## src/rtl/cdb_arbiter_if.sv

```systemverilog
// Result-bus types and the FU-to-arbiter bundle shared by the arbiter and its users.
package cdb_pkg;
    typedef struct packed {
        logic        valid;
        logic [5:0]  pd;
        logic [5:0]  rob_tag;
        logic [31:0] data;
    } cdb_entry_t;
endpackage

// Handshake: fu_out[i].valid is the request and the entry is held stable until a
// cycle with fu_grant[i]=1; that cycle is the transfer, and flush/reset suppress it.
interface cdb_arbiter_if #(parameter int NUM_FU = 4) ();
    cdb_pkg::cdb_entry_t fu_out [NUM_FU];
    logic                flush;
    logic [NUM_FU-1:0]   fu_grant;
    cdb_pkg::cdb_entry_t cdb;
    cdb_pkg::cdb_entry_t cdb2;

    modport master (output fu_out, flush, input fu_grant, cdb, cdb2);
    modport slave  (input fu_out, flush, output fu_grant, cdb, cdb2);
endinterface

```

## src/rtl/cdb_arbiter.sv

```systemverilog
// Round-robin arbiter granting up to two FU results per cycle onto the registered
// cdb/cdb2 broadcast buses.
module cdb_arbiter #(
    parameter  int NUM_FU = 4,
    localparam int PTR_W  = $clog2(NUM_FU)
) (
    input  logic             clk,
    input  logic             rst,
    cdb_arbiter_if.slave     bus,
    output logic [PTR_W-1:0] dbg_rr_ptr_o
);
    import cdb_pkg::*;

    logic [PTR_W-1:0]  rr_ptr_q, rr_ptr_d;
    cdb_entry_t        cdb_q, cdb_d;
    cdb_entry_t        cdb2_q, cdb2_d;
    logic [NUM_FU-1:0] req;
    logic [NUM_FU-1:0] grant;
    logic              s0_found, s1_found;
    logic [PTR_W-1:0]  s0_idx, s1_idx;
    logic [PTR_W-1:0]  cand_idx;
    int                cand_sum;

    function automatic logic [PTR_W-1:0] next_idx(input logic [PTR_W-1:0] i);
        return (int'(i) == NUM_FU - 1) ? '0 : i + 1'b1;
    endfunction

    always_comb begin : req_vec
        req = '0;
        for (int i = 0; i < NUM_FU; i++) begin
            req[i] = bus.fu_out[i].valid;
        end
    end

    // Scan NUM_FU candidates starting at rr_ptr, wrapping modulo NUM_FU.
    always_comb begin : select
        s0_found = 1'b0;
        s1_found = 1'b0;
        s0_idx   = '0;
        s1_idx   = '0;
        cand_sum = 0;
        cand_idx = '0;
        for (int k = 0; k < NUM_FU; k++) begin
            cand_sum = int'(rr_ptr_q) + k;
            if (cand_sum >= NUM_FU) begin
                cand_sum = cand_sum - NUM_FU;
            end
            cand_idx = PTR_W'(cand_sum);
            if (req[cand_idx]) begin
                if (!s0_found) begin
                    s0_found = 1'b1;
                    s0_idx   = cand_idx;
                end else if (!s1_found) begin
                    s1_found = 1'b1;
                    s1_idx   = cand_idx;
                end
            end
        end
    end

    always_comb begin : next_state
        grant    = '0;
        cdb_d    = '0;
        cdb2_d   = '0;
        rr_ptr_d = rr_ptr_q;
        if (rst && !bus.flush) begin
            if (s0_found) begin
                grant[s0_idx] = 1'b1;
                cdb_d         = bus.fu_out[s0_idx];
                rr_ptr_d      = next_idx(s0_idx);
            end
            if (s1_found) begin
                grant[s1_idx] = 1'b1;
                cdb2_d        = bus.fu_out[s1_idx];
                rr_ptr_d      = next_idx(s1_idx);
            end
        end
    end

    always_ff @(posedge clk) begin
        if (!rst) begin
            cdb_q.valid  <= 1'b0;
            cdb2_q.valid <= 1'b0;
            rr_ptr_q     <= '0;
        end else begin
            cdb_q    <= cdb_d;
            cdb2_q   <= cdb2_d;
            rr_ptr_q <= rr_ptr_d;
        end
    end

    assign bus.fu_grant = grant;
    assign bus.cdb      = cdb_q;
    assign bus.cdb2     = cdb2_q;
    assign dbg_rr_ptr_o = rr_ptr_q;
endmodule

```

## src/flat_wrapper.sv

```systemverilog
// flat-port wrapper written by rule: the top's interface ports become plain ports
module cdb_arbiter_flat import cdb_pkg::*;
#(
    parameter  int NUM_FU = 4,
    localparam int PTR_W  = $clog2(NUM_FU)
)
  (clk, rst, dbg_rr_ptr_o, bus_fu_out, bus_flush, bus_fu_grant, bus_cdb, bus_cdb2);
  cdb_arbiter_if #(.NUM_FU(NUM_FU)) bus_i ();
  input  logic clk;
  input  logic rst;
  output logic [PTR_W-1:0] dbg_rr_ptr_o;
  input wire logic [$bits(bus_i.fu_out)-1:0] bus_fu_out;
  input wire logic [$bits(bus_i.flush)-1:0] bus_flush;
  output wire logic [$bits(bus_i.fu_grant)-1:0] bus_fu_grant;
  output wire logic [$bits(bus_i.cdb)-1:0] bus_cdb;
  output wire logic [$bits(bus_i.cdb2)-1:0] bus_cdb2;
  assign bus_i.fu_out = {>>{bus_fu_out}};
  assign bus_i.flush = bus_flush;
  assign bus_fu_grant = bus_i.fu_grant;
  assign bus_cdb = bus_i.cdb;
  assign bus_cdb2 = bus_i.cdb2;
  cdb_arbiter #(.NUM_FU(NUM_FU)) u_core (.clk(clk), .rst(rst), .bus(bus_i), .dbg_rr_ptr_o(dbg_rr_ptr_o));
endmodule
```

## config.mk

```make
export PLATFORM = sky130hd
export DESIGN_NAME = cdb_arbiter_flat
export DESIGN_NICKNAME = d
export VERILOG_FILES = /design/src/rtl/cdb_arbiter_if.sv /design/src/rtl/cdb_arbiter.sv /design/src/flat_wrapper.sv
export SDC_FILE = /design/constraint.sdc
export NUM_CORES = 1
export LEC_CHECK = 0
export BUFFER_PORTS_ARGS = -buffer_cell sky130_fd_sc_hd__buf_4
export CAP_MARGIN = 15
export CORE_ASPECT_RATIO = 1.2
export CORE_MARGIN = 5
export CORE_UTILIZATION = 25
export DETAILED_ROUTE_END_ITERATION = 7
export GPL_TIMING_DRIVEN = 0
export PLACE_DENSITY = 0.46
export SLEW_MARGIN = 20
export SYNTH_ARGS = -nofsm -noshare
export SYNTH_HDL_FRONTEND = slang
export SYNTH_SLANG_ARGS = --single-unit
export TNS_END_PERCENT = 5
```

## constraint.sdc

```tcl
create_clock -name clk -period 6.95 [get_ports clk]
set_clock_uncertainty 0.2 [all_clocks]
set_input_delay 2.085 -clock clk [delete_from_list [all_inputs] [get_ports clk]]
set_output_delay 2.085 -clock clk [all_outputs]
set_load 0.02 [all_outputs]
```

Word-level counts from Yosys, hierarchy flattened. Index checks and enable logic that the tools add are counted.

Add/sub/neg operators: 9. $mul: 0. Divide/modulo/power cells: 0. Magnitude comparators: 14. Eq/ne operators: 2. Shifts and indexed selects: 0. Muxes and demuxes: 55. Bitwise gates (word level): 3. Reduce and logical (&&, ||, !) cells: 10.

Operators with widths (number): $bmux W45 S2 (2); $mux W45 (4); $mux W2 (23); $lt A2 B3 Y1 const B (6); $mux W1 (16); $mux W4 (4); $ge A3 B3 Y1 const B (5); $bmux W1 S2 (4); $sub A2 B1 Y2 const B (4); $add A2 B2 Y3 const B (2); $not A2 Y3 (2); $reduce_and A2 Y1 (3); $reduce_and A3 Y1 (2); $add A2 B1 Y2 const B (2); $demux W1 S2 (2); $eq A2 B1 Y1 const B (2); $ge A2 B1 Y1 const B (2); $or A4 B4 Y4 (1); $add A2 B1 Y3 const B (1); $ge A2 B3 Y1 const B (1); $logic_and A1 B1 Y1 (3); $reduce_bool A2 Y1 (1); $logic_not A1 Y1 (1).

Register bits after elaboration: 92. Bits in latches: 0. Memory bits (writable): 0. ROM bits: 0. Word-level logic and storage cells: 102. Memories kept: 0.

Logic depth before layout (Yosys ltp). Gate-level depths: netlist of run 1.

Depth after elaboration: 20. Mapped depth: 12. Gate-level depth less buffers: 10.

Least setup slack after synthesis of run 1. No wires, ideal clock.

Path type: in2out. Start: in bus_fu_out[89]. End: out bus_fu_grant[0]. Arrival time: 4117 ps. Data required time: 4665 ps. Path slack: 548 ps. Cell stages on the path: 12. Buffers on the path: 3. Cells stage by stage: buf_2 > buf_2 > mux2i_1 > nand2_1 > o21a_1 > ha_1 > mux2i_1 > o31ai_4 > inv_4 > buf_6 > ha_1 > a22o_1.

Longest elaborated chain between the ends: 18.

RTL lines: start, declared (line flat_wrapper.sv:12) `input wire logic [$bits(bus_i.fu_out)-1:0] bus_fu_out;`; $bmux W1 S2 (line cdb_arbiter.sv:49) `if (req[cand_idx]) begin`; $mux W1 (not written as such) (line cdb_arbiter.sv:49); $mux W2 or $mux W1 (tied branches) (line cdb_arbiter.sv:49); $mux W2 or $mux W1 (tied branches) (line cdb_arbiter.sv:50) `if (!s0_found) begin`; $mux W2 or $mux W1 (tied branches) (line cdb_arbiter.sv:49); $mux W2 (on tied branches) (line cdb_arbiter.sv:50, cdb_arbiter.sv:53); $mux W2 (on tied branches) (line cdb_arbiter.sv:49, cdb_arbiter.sv:50); $mux W2 (on tied branches) (line cdb_arbiter.sv:50, cdb_arbiter.sv:49); [... 2 more ...]; $logic_and A1 B1 Y1 (not written as such) or $mux W2 (tied branches) (line cdb_arbiter.sv:68, cdb_arbiter.sv:49); $mux W1 (not written as such), or another cell as far along (line cdb_arbiter.sv:68) `grant[s0_idx] = 1'b1;`; $demux W1 S2 or $logic_and A1 B1 Y1 (tied branches); $mux W4 or $mux W1 (tied branches) (line cdb_arbiter.sv:67, cdb_arbiter.sv:73); $mux W4 or $demux W1 S2 (tied branches); $or A4 B4 Y4 (no line); $mux W4 (*) (line cdb_arbiter.sv:72) `if (s1_found) begin`; $mux W4 (*) (line cdb_arbiter.sv:66) `if (rst && !bus.flush) begin`; end, declared (line flat_wrapper.sv:14) `output wire logic [$bits(bus_i.fu_grant)-1:0] bus_fu_grant;`.

Mark *: on every way between the ends. The rest lies on a longest branch, timed or not. The select of a mux whose other input is x is not followed.

Worst setup path after layout of run 1.
Start: in bus_fu_out[89]. End: out bus_fu_grant[2].

The elaborated chain is that of the path after synthesis.

==> flow_metrics.py, run 1 <==
metrics = {
    "run_status": {
        "status": "completed",
    },
    "synth": {
        "synth_edf_count": 88,
        "synth_top_area_share": 0.370,
        "yosysMostFrequentCell": "mux2i_1",
        "seq_area_frac_synth": 0.381,
        "syn-num-nets": 903,
        "synth_area_leaders": "edfxtp_1 37%, mux2i_1 19%, a21boi_0 9.5%",
        "syn_inst": 710,
        "ys.warnings.count": 0,
        "yosys.area.top_type": "edfxtp_1",
        "syn-cell-area_um2": 7140,
        "synth-seq-cells": 92,
        "async_reset_ff_frac": 0,
        "synthFlopType": "edfxtp_1",
        "synth_common_cells": "137 x mux2i_1, 94 x o21ai_0, 90 x a21boi_0, 90 x and3_1, 88 x edfxtp_1",
        "synth_area_per_cell_um2": 10.1,
        "yosysUniqueCellTypes": 58,
    },
    "drt": {
        "via_per_inst": 5.02,
        "finalWirelength_um": 32300,
        "dr.pass1.iters": 5,
        "antenna_left": 0,
        "initialDrtViolationCount": 396,
        "wl_per_cell_um": 23.4,
        "drc": 0,
        "num_vias": 6926,
    },
    "timing": {
        "setup_viol": 0,
        "fin_crit_ns": 6.85,
        "fin_crit_sh": 0.985,
        "slew_headroom": 0.368,
        "timing.final.max_slew_violations": 0,
        "fmax_mhz": 146,
        "rsz0062_at_grt": "yes",
        "final_hold_viol_count": 0,
        "setup_tns_ns": 0,
        "tightest_slew_ns": 0.948,
    },
    "die": {
        "core_area_um2": 28100,
        "start_util": 0.254,
        "die_x_um": 164,
        "ios": 279,
        "rows": 67,
        "fp.dieH_um": 195,
        "dieArea_um2": 32100,
    },
    "power_and_ir_drop": {
        "leakagePower_nw": 4.50,
        "power.total_w": 0.00259,
        "switching_power_w": 0.00105,
        "combPwrFrac": 0.524,
        "vdd_drop_max_mv": 0.125,
        "seq_power_share": 0.280,
        "power_switching_share": 0.407,
        "power.share.clock": 0.196,
        "powerDensity_nw_per_um2": 259,
        "internal_power_w": 0.00153,
    },
    "run": {
        "drv_cap": 0,
    },
    "global_routing": {
        "antenna_found_initial": 0,
        "gr-usage-all-layers": 0.194,
        "grt_pass1_vias": 7258,
        "grt_overflow_total": 0,
        "grt_start_max_net_pins": 92,
        "grt_first_pass_wirelength_um": 46900,
    },
    "final_layout": {
        "nets": 1190,
        "syn_to_final_growth_pct": 39.8,
        "diodes": 0,
        "final_layout_size_suffix_gt1_frac": 0.338,
        "fin_cells": 1380,
        "nFillCells": 2897,
    },
    "cts": {
        "cts_tree": "yes",
        "clk_pin_slew_worst_paths_ns": 0.07,
        "worstSkewPairLatency_ns": 0.35,
        "htree_levels": 3,
        "numClockSinks": 92,
        "numCtsBuffers": 9,
        "cts_root_buffer": "clkbuf_16",
        "clockBufferDepth": 2,
        "cts_setup_buffers": 0,
    },
    "hold_path": {
        "hp-start": "u_core.dbg_rr_ptr_o[0]",
        "hold_class": "flip-flop to flip-flop",
    },
    "place": {
        "port_buffers": 277,
        "hpwl_um": 23900,
        "gp_congestion": 0.859,
        "dp_cells": 1366,
    },
    "setup_path": {
        "path_cells": "buf_2 > buf_2 > mux2i_1 > nand2_1 > o21a_1 > ha_1 > mux2i_1 > o31ai_4 > inv_4 > buf_6 > ha_1 > a22o_1 > buf_4",
        "crit_required_ns": 4.66,
        "startpoint_type": "input pin",
        "crit_buf_inv": 5,
        "cpLargestDelayFamily": "buffers and inverters",
        "cp_max_fo": 11,
        "crit_path_max_incr_delay_ns": 0.36,
        "crit_path_start": "bus_fu_out[89]",
        "cp.arrival_ns": 4.56,
        "cp-end-kind": "primary output",
        "cpMaxStageDelayCell": "o31ai_4",
        "reg2reg_from": "u_core.dbg_rr_ptr_o[1]",
        "critPathKind": "input pin to primary output",
    },
}
-- flip-flops by register name, indices dropped and copies added, names as in the netlist --
name and count:
u_core.bus.cdb2 45, u_core.bus.cdb 45, u_core.dbg_rr_ptr_o 2
-- per-stage QoR --
| stage | utilization | hold WS, ns | setup WS [ns] | instance area [um2] |
|---|---|---|---|---|
| detailed placement | 0.345 | 0.692 | -0.176 | 9700 |
| CTS | 0.356 | 0.708 | 0.00689 | 9990 |
| floorplan | - | 0.623 | 0.548 | 7140 |
| global placement | 0.345 | 0.733 | -0.198 | 9690 |
| global route | 0.355 | 0.798 | -0.0423 | 9980 |
| finish | 0.355 | 0.718 | 0.103 | 9980 |
-- repair_timing --
item	CTS	global route
setup endpoints to repair	4	3
resized for setup	1	0
hold endpoints to repair	0	0
hold buffers	0	0
-- final cells by class --
type,instances,area [um2],area share
clock buffer,9,225,0.0226
multi-input combinational,532,4000,0.401
inverter,5,21.3,0.00213
clock inverter,6,56.3,0.00564
sequential,92,2720,0.273
tap,379,474,0.0475
buffer,80,398,0.0399
timing repair buffer,277,2080,0.209
-- power groups by stage --
stage,Sequential [W],Clock [W],Combinational (W)
floorplan,0.000819,0,0.000762
global placement,0.000738,0,0.00136
detailed placement,0.000737,0,0.00136
CTS,0.000725,0.000523,0.00137
global route,0.000730,0.000543,0.00145
finish,0.000724,0.000507,0.00135
-- worst min-delay path, delay by kind of cell (launching register included) --
kind / cells / cell delay (ns)
DFF: 1 / 0.38
buffers and inverters: 1 / 0.27
and+or+nand+nor: 1 / 0.13
AOI/OAI and AO/OA: 1 / 0.08
-- kinds of logic (layout without fill, tap and decap cells) --
kind of cell | after synthesis | after routing | synth area share
AO/OA/AOI/OAI | 258 | 258 | 0.235
XOR/XNOR | 1 | 1 | 0.00123
multiplexers | 139 | 139 | 0.196
flip-flops | 92 | 92 | 0.381
adder cells (fa/ha/maj) | 12 | 12 | 0.0205
AND/OR/NAND/NOR | 122 | 122 | 0.107
buffers and inverters | 86 | 377 | 0.0592
-- cells in the final DEF, fill, tap and decap left out, types with 2 or more instances in the layout --
master / Yosys / final
nor2b_1: 3 / 3
a21boi_0: 90 / 90
nor3_1: 2 / 2
o21a_1: 4 / 4
clkbuf_16: 0 / 9
buf_4: 10 / 286
o21ai_1: 2 / 2
inv_1: 3 / 3
ha_1: 10 / 10
edfxtp_1: 88 / 88
nand3_1: 4 / 4
a31oi_1: 2 / 2
buf_6: 5 / 6
and2_1: 2 / 2
clkbuf_1: 47 / 46
nor2_1: 2 / 2
a211o_1: 2 / 2
dfxtp_1: 4 / 4
clkinv_2: 0 / 3
buf_2: 18 / 18
nand2_1: 5 / 5
o22ai_1: 45 / 45
and3_1: 90 / 90
mux2i_1: 137 / 137
o21ai_0: 94 / 94
nand2b_1: 2 / 2
a22o_1: 4 / 4
nand3b_1: 3 / 3
-- final timing paths --
| check | end | slack (ns) | depth (start not counted) |
|---|---|---|---|
| setup / recovery | bus_fu_grant[2] | 0.10 | 13 |
| hold / removal | u_core.dbg_rr_ptr_o[0] | 0.72 | 3 |
| setup reg to reg | u_core.bus.cdb2[43] | 3.48 | 11 |
| hold reg to reg | u_core.dbg_rr_ptr_o[0] | 0.72 | 3 |
-- metal layers --
| metal | global-route usage | routed length (um) | vias up |
|---|---|---|---|
| met2 | 0.334 | 16000 | 239 |
| met1 | 0.250 | 13900 | 3344 |
| met5 | 0 | 0 | - |
| met4 | 0.0544 | 621 | 0 |
| met3 | 0.0314 | 1710 | 30 |
| li1 | - | - | 3313 |
No activity file was read; power rests on OpenSTA's default activity.
==> run 2, diff against run 1 <==
--- a/config.mk
+++ b/config.mk
@@ -7,12 +7,15 @@
 export LEC_CHECK = 0
 export BUFFER_PORTS_ARGS = -buffer_cell sky130_fd_sc_hd__buf_4
 export CAP_MARGIN = 15
+export CELL_PAD_IN_SITES_DETAIL_PLACEMENT = 1
+export CELL_PAD_IN_SITES_GLOBAL_PLACEMENT = 2
 export CORE_ASPECT_RATIO = 1.2
 export CORE_MARGIN = 5
 export CORE_UTILIZATION = 25
+export CTS_CLUSTER_DIAMETER = 30
 export DETAILED_ROUTE_END_ITERATION = 7
 export GPL_TIMING_DRIVEN = 0
-export PLACE_DENSITY = 0.46
+export PLACE_DENSITY = 0.7
 export SLEW_MARGIN = 20
 export SYNTH_ARGS = -nofsm -noshare
 export SYNTH_HDL_FRONTEND = slang
==> run 2 against run 1 <==
  * Global-route usage rose by 0.60 points
  * Register-to-register slack better by 0.05 ns
  * Final cell count grew 0.14%
  * Total power is 0.48% higher
  * Fmax up 1.1%
  * First-iteration DRC count decreased by 30%
  * Sequential cell count stayed put
  * Via count grew 0.82%
  * Highest routed layer unchanged
==> flow_metrics.py, run 2 (synthesis gave the netlist of run 1 again) <==
metrics = {
    "die": {
        "core_area_um2": 28100,
        "fp.dieH_um": 195,
        "ios": 279,
        "die_x_um": 164,
        "dieArea_um2": 32100,
        "rows": 67,
        "start_util": 0.254,
    },
    "cts": {
        "numClockSinks": 92,
        "htree_levels": 3,
        "cts_root_buffer": "clkbuf_16",
        "clk_pin_slew_worst_paths_ns": 0.07,
        "clockBufferDepth": 2,
        "worstSkewPairLatency_ns": 0.36,
        "cts_hold_buf": 0,
        "cts_tree": "yes",
        "numCtsBuffers": 9,
    },
    "timing": {
        "tightest_slew_ns": 0.952,
        "rsz0062_at_grt": "no",
        "fmax_mhz": 148,
        "setup_viol": 0,
        "fin_crit_sh": 0.974,
        "timing.final.max_slew_violations": 0,
        "final_hold_viol_count": 0,
        "setup_tns_ns": 0,
        "slew_headroom": 0.365,
        "fin_crit_ns": 6.77,
    },
    "global_routing": {
        "grt_first_pass_wirelength_um": 48700,
        "grt_pass1_vias": 7524,
        "gr-usage-all-layers": 0.200,
        "grt_start_max_net_pins": 92,
        "antenna_found_initial": 0,
        "grt_overflow_total": 0,
    },
    "final_layout": {
        "final_layout_size_suffix_gt1_frac": 0.338,
        "mostFrequentLayoutCell": "buf_4",
        "fin_cells": 1382,
        "diodes": 0,
        "final_cell_mix": "287 x buf_4, 137 x mux2i_1, 94 x o21ai_0, 90 x and3_1, 90 x a21boi_0",
        "nets": 1191,
        "syn_to_final_growth_pct": 39.9,
    },
    "drt": {
        "num_vias": 6983,
        "via_per_inst": 5.05,
        "initialDrtViolationCount": 278,
        "wl_per_cell_um": 23.9,
        "dr.pass1.iters": 4,
        "antenna_left": 0,
        "finalWirelength_um": 33000,
        "drc": 0,
    },
    "setup_path": {
        "cpLargestDelayFamily": "buffers and inverters",
        "cpMaxStageDelayCell": "o31ai_4",
        "cp-end-kind": "primary output",
        "crit_buf_inv": 5,
        "crit_required_ns": 4.66,
        "path_cells": "buf_2 > buf_2 > mux2i_1 > nand2_1 > o21a_1 > ha_1 > mux2i_1 > o31ai_4 > inv_4 > buf_6 > ha_1 > a22o_1 > buf_4",
        "critPathKind": "input pin to primary output",
        "cp_max_fo": 11,
        "startpoint_type": "input pin",
        "crit_path_max_incr_delay_ns": 0.29,
        "cp.arrival_ns": 4.49,
    },
    "run": {
        "drv_cap": 0,
    },
    "place": {
        "dp_cells": 1366,
        "hpwl_um": 24800,
        "port_buffers": 277,
        "gp_congestion": 0.823,
    },
    "power_and_ir_drop": {
        "vdd_drop_max_mv": 0.106,
        "leakagePower_nw": 4.51,
        "powerDensity_nw_per_um2": 260,
    },
    "run_status": {
        "status": "completed",
    },
    "hold_path": {
        "hold_class": "flip-flop to flip-flop",
    },
}
==> run 2: power breakdown <==
group / switching, W / internal [W]
logic: 0.000794 / 0.000566
clock network: 0.000237 / 0.000275
registers: 0.0000275 / 0.000699
total: 0.00106 / 0.00154
==> run 2: final timing paths <==
kind	start	end	slack (ns)	depth (start not counted)
worst max-delay path	bus_fu_out[89]	bus_fu_grant[2]	0.18	13
worst min-delay path	u_core.dbg_rr_ptr_o[1]	u_core.dbg_rr_ptr_o[1]	0.72	4
worst max register to register	u_core.dbg_rr_ptr_o[1]	u_core.bus.cdb2[26]	3.53	11
worst min register to register	u_core.dbg_rr_ptr_o[1]	u_core.dbg_rr_ptr_o[1]	0.72	4
==> run 2: final cells by class <==
class | instances | area (um2)
fill | 3270 | 18100
buffer | 80 | 398
sequential | 92 | 2720
clock inverter | 7 | 57.6
timing repair buffer | 278 | 2090
multi-input combinational | 532 | 4000
tap | 379 | 474
inverter | 5 | 21.3
clock buffer | 9 | 225
==> run 2: what timing repair did <==
item	4_1_cts	5_1_grt
endpoints found under the setup margin	4	2
resized for setup	1	0
pin swaps	0	1
buffers inserted	0	1
==> run 2: through the flow <==
stage	total power [W]	worst slack (ns)	hold WS, ns	utilization	area, um2
after detailed placement	0.00210	-0.255	0.705	0.345	9700
after floorplan	0.00158	0.548	0.623	-	7140
after CTS	0.00262	0.0614	0.718	0.356	9980
after global placement	0.00209	-0.225	0.687	0.345	9690
final	0.00260	0.179	0.715	0.356	9990
after global routing	0.00274	0.0301	0.792	0.356	9990
==> run 2: tightest hold or removal path: stages (launching register included) <==
cell,delay [ns]
dfxtp_1,0.36
buf_6,0.16
buf_2,0.19
nand3_1,0.08
o21ai_0,0.07
==> run 2: per-layer routing <==
metal	GRT usage	up-vias	wire, um
met1	0.257	3432	14300
met4	0.0435	0	383
met2	0.352	214	16700
met3	0.0316	22	1700
li1	-	3315	-
met5	0	-	0
==> run 3, diff against run 2 <==
--- a/config.mk
+++ b/config.mk
@@ -5,6 +5,7 @@
 export SDC_FILE = /design/constraint.sdc
 export NUM_CORES = 1
 export LEC_CHECK = 0
+export ABC_AREA = 1
 export BUFFER_PORTS_ARGS = -buffer_cell sky130_fd_sc_hd__buf_4
 export CAP_MARGIN = 15
 export CELL_PAD_IN_SITES_DETAIL_PLACEMENT = 1
@@ -15,7 +16,7 @@
 export CTS_CLUSTER_DIAMETER = 30
 export DETAILED_ROUTE_END_ITERATION = 7
 export GPL_TIMING_DRIVEN = 0
-export PLACE_DENSITY = 0.7
+export PLACE_DENSITY = 0.77
 export SLEW_MARGIN = 20
 export SYNTH_ARGS = -nofsm -noshare
 export SYNTH_HDL_FRONTEND = slang
==> run 3 against run 2 <==
  * Via count grew 24%
  * Register-to-register slack gained 0.09 ns
  * Worst hold slack lost 0.15 ns
  * Clock power shrank 6.8%
  * Critical path depth grew 3
  * Final cell count grew 29%
  * Setup slack gained 0.00070 ns
  * Synthesized area grew 4.2%
  * Critical path type unchanged
  * Highest routed layer unchanged
==> flow_metrics.py, run 3 <==
metrics = {
    "run_status": {
        "status": "completed",
    },
    "power_and_ir_drop": {
        "powerDensity_nw_per_um2": 628,
        "power.total_w": 0.00650,
        "switching_power_w": 0.00378,
        "internal_power_w": 0.00272,
        "power.share.clock": 0.073,
        "vdd_drop_max_mv": 0.232,
        "combPwrFrac": 0.790,
        "seq_power_share": 0.137,
        "leakagePower_nw": 5.31,
        "power_switching_share": 0.582,
    },
    "cts": {
        "clk_pin_slew_worst_paths_ns": 0.07,
        "numClockSinks": 92,
        "clockBufferDepth": 2,
        "cts_root_buffer": "clkbuf_16",
        "worstSkewPairLatency_ns": 0.37,
        "cts_tree": "yes",
        "cts_hold_buf": 0,
        "htree_levels": 3,
        "numCtsBuffers": 9,
    },
    "synth": {
        "synth_edf_count": 88,
        "synth_area_per_cell_um2": 6.81,
        "async_reset_ff_frac": 0,
        "syn-num-nets": 1286,
        "yosysUniqueCellTypes": 28,
        "yosys.area.top_type": "edfxtp_1",
        "ys.warnings.count": 0,
        "syn_inst": 1093,
        "synthFlopType": "edfxtp_1",
        "syn-cell-area_um2": 7440,
        "synth_top_area_share": 0.355,
        "synth_area_leaders": "edfxtp_1 36%, nand3_1 24%, nand2_1 11%",
        "synth-seq-cells": 92,
        "synth_common_cells": "364 x nand3_1, 219 x nand2_1, 188 x inv_1, 94 x a21oi_1, 88 x edfxtp_1",
        "seq_area_frac_synth": 0.366,
        "yosysMostFrequentCell": "nand3_1",
    },
    "place": {
        "hpwl_um": 27900,
        "dpl_worst_slack_ns": -0.0406,
        "port_buffers": 278,
        "gp_congestion": 0.851,
        "dp_cells": 1761,
    },
    "setup_path": {
        "ff2ff_setup_slack_ns": 3.62,
        "crit_required_ns": 4.66,
        "r2r-end": "u_core.bus.cdb2[29]",
        "cp.arrival_ns": 4.49,
        "ff2ff_path_depth": 11,
        "cp-end-kind": "primary output",
        "startpoint_type": "input pin",
        "reg2reg_from": "u_core.dbg_rr_ptr_o[0]",
        "cp_max_fo": 11,
        "critPathKind": "input pin to primary output",
    },
    "drt": {
        "finalWirelength_um": 36800,
        "initialDrtViolationCount": 511,
        "wl_per_cell_um": 20.6,
        "num_vias": 8647,
        "dr.pass1.iters": 4,
        "antenna_left": 0,
        "drc": 0,
        "via_per_inst": 4.85,
    },
    "die": {
        "start_util": 0.252,
        "die_x_um": 167,
        "dieArea_um2": 33300,
        "fp.dieH_um": 199,
        "rows": 69,
        "core_area_um2": 29500,
        "ios": 279,
    },
    "run": {
        "drv_cap": 0,
    },
    "timing": {
        "fin_crit_ns": 6.77,
        "hold_slack_ns": 0.570,
        "fin_crit_sh": 0.974,
        "rsz0062_at_grt": "no",
        "setup_viol": 0,
        "slew_headroom": 0.365,
        "fin_ws_ns": 0.179,
        "timing.final.max_slew_violations": 0,
        "tightest_slew_ns": 0.952,
        "final_hold_viol_count": 0,
        "fmax_mhz": 148,
        "setup_tns_ns": 0,
    },
    "final_layout": {
        "mostFrequentLayoutCell": "nand3_1",
        "fin_cells": 1784,
        "nFillCells": 3780,
        "final_layout_size_suffix_gt1_frac": 0.263,
        "nets": 1581,
        "syn_to_final_growth_pct": 39.3,
        "final_cell_mix": "364 x nand3_1, 286 x buf_4, 217 x nand2_1, 188 x inv_1, 94 x a21oi_1",
    },
    "global_routing": {
        "grt_first_pass_wirelength_um": 54100,
        "grt_start_max_net_pins": 91,
        "antenna_found_initial": 2,
        "gr-usage-all-layers": 0.212,
        "grt_pass1_vias": 9083,
        "grt_overflow_total": 0,
    },
    "hold_path": {
        "hold_class": "flip-flop to flip-flop",
        "whs_path_depth": 2,
        "whs_endpoint": "u_core.dbg_rr_ptr_o[1]",
        "hp-start": "u_core.dbg_rr_ptr_o[1]",
    },
}
[run 3: power by group through the flow]
stage / clock [W] / combinational, W / sequential [W]
after floorplan: 0 / 0.00308 / 0.00107
after global placement: 0 / 0.00503 / 0.000899
after detailed placement: 0 / 0.00511 / 0.000897
after CTS: 0.000487 / 0.00513 / 0.000890
after global routing: 0.000507 / 0.00565 / 0.000901
final: 0.000477 / 0.00514 / 0.000889
[run 3: per-stage QoR]
stage | utilization | instance area (um2)
3_3_place_gp | 0.339 | 10000
5_1_grt | 0.351 | 10400
3_5_place_dp | 0.339 | 10000
2_1_floorplan | - | 7440
4_1_cts | 0.348 | 10300
6_report | 0.351 | 10400
[run 3: area by class of cell]
cell class,instances,area [um2],area share
Tap cell,390,488,0.0471
Antenna cell,2,5.00,0.000483
Timing Repair Buffer,284,2140,0.206
Multi-Input combinational cell,723,3540,0.341
Buffer,84,487,0.0470
Sequential cell,92,2720,0.263
Inverter,194,728,0.0703
Clock buffer,9,225,0.0217
Clock inverter,6,32.5,0.00314
[run 3: worst max path at each step]
| stage | start | to | depth (start not counted) |
|---|---|---|---|
| 4_1_cts | bus_fu_out[179] | bus_fu_grant[1] | 16 |
| 3_3_place_gp | bus_fu_out[179] | bus_fu_grant[1] | 16 |
| 5_1_grt | bus_fu_out[179] | bus_fu_grant[3] | 18 |
| 2_1_floorplan | bus_fu_out[179] | bus_fu_grant[1] | 16 |
| 6_report | bus_fu_out[179] | bus_fu_grant[0] | 16 |
| 3_5_place_dp | bus_fu_out[179] | bus_fu_grant[1] | 16 |
[run 3: what timing repair did]
action / CTS / global route
pin swaps: 0 / 3
cloned: 0 / 0
gates resized for setup: 2 / 7
endpoints found under the setup margin: 2 / 4
buffers inserted: 0 / 6
[run 3: metal layers]
metal | track usage | part of all wire | vias to the layer above
met5 | 0 | 0 | -
met4 | 0.0631 | 0.023 | 0
met3 | 0.0318 | 0.047 | 41
met2 | 0.383 | 0.51 | 276
met1 | 0.261 | 0.42 | 4133
li1 | - | - | 4197
[run 3: kinds of logic (layout without fill, tap and decap cells)]
group           Yosys count  after routing  synth area share
fa+ha+maj                10             10            0.0168
simple gates            602            602             0.374
buf+inv                 278            577             0.162
flops                    92             92             0.366
compound gates          111            111            0.0811
other cells               0              2                 0
[run 3: critical path: stages]
cell	delay [ns]
buf_4	0.12
inv_1	0.12
nand2_1	0.07
nand3_1	0.08
nand2_2	0.15
nor2_8	0.21
nand2_2	0.11
nand2_1	0.11
nand2_1	0.13
nand2_1	0.10
nand2_1	0.08
buf_4	0.19
buf_2	0.25
ha_1	0.22
a32o_1	0.29
buf_4	0.17
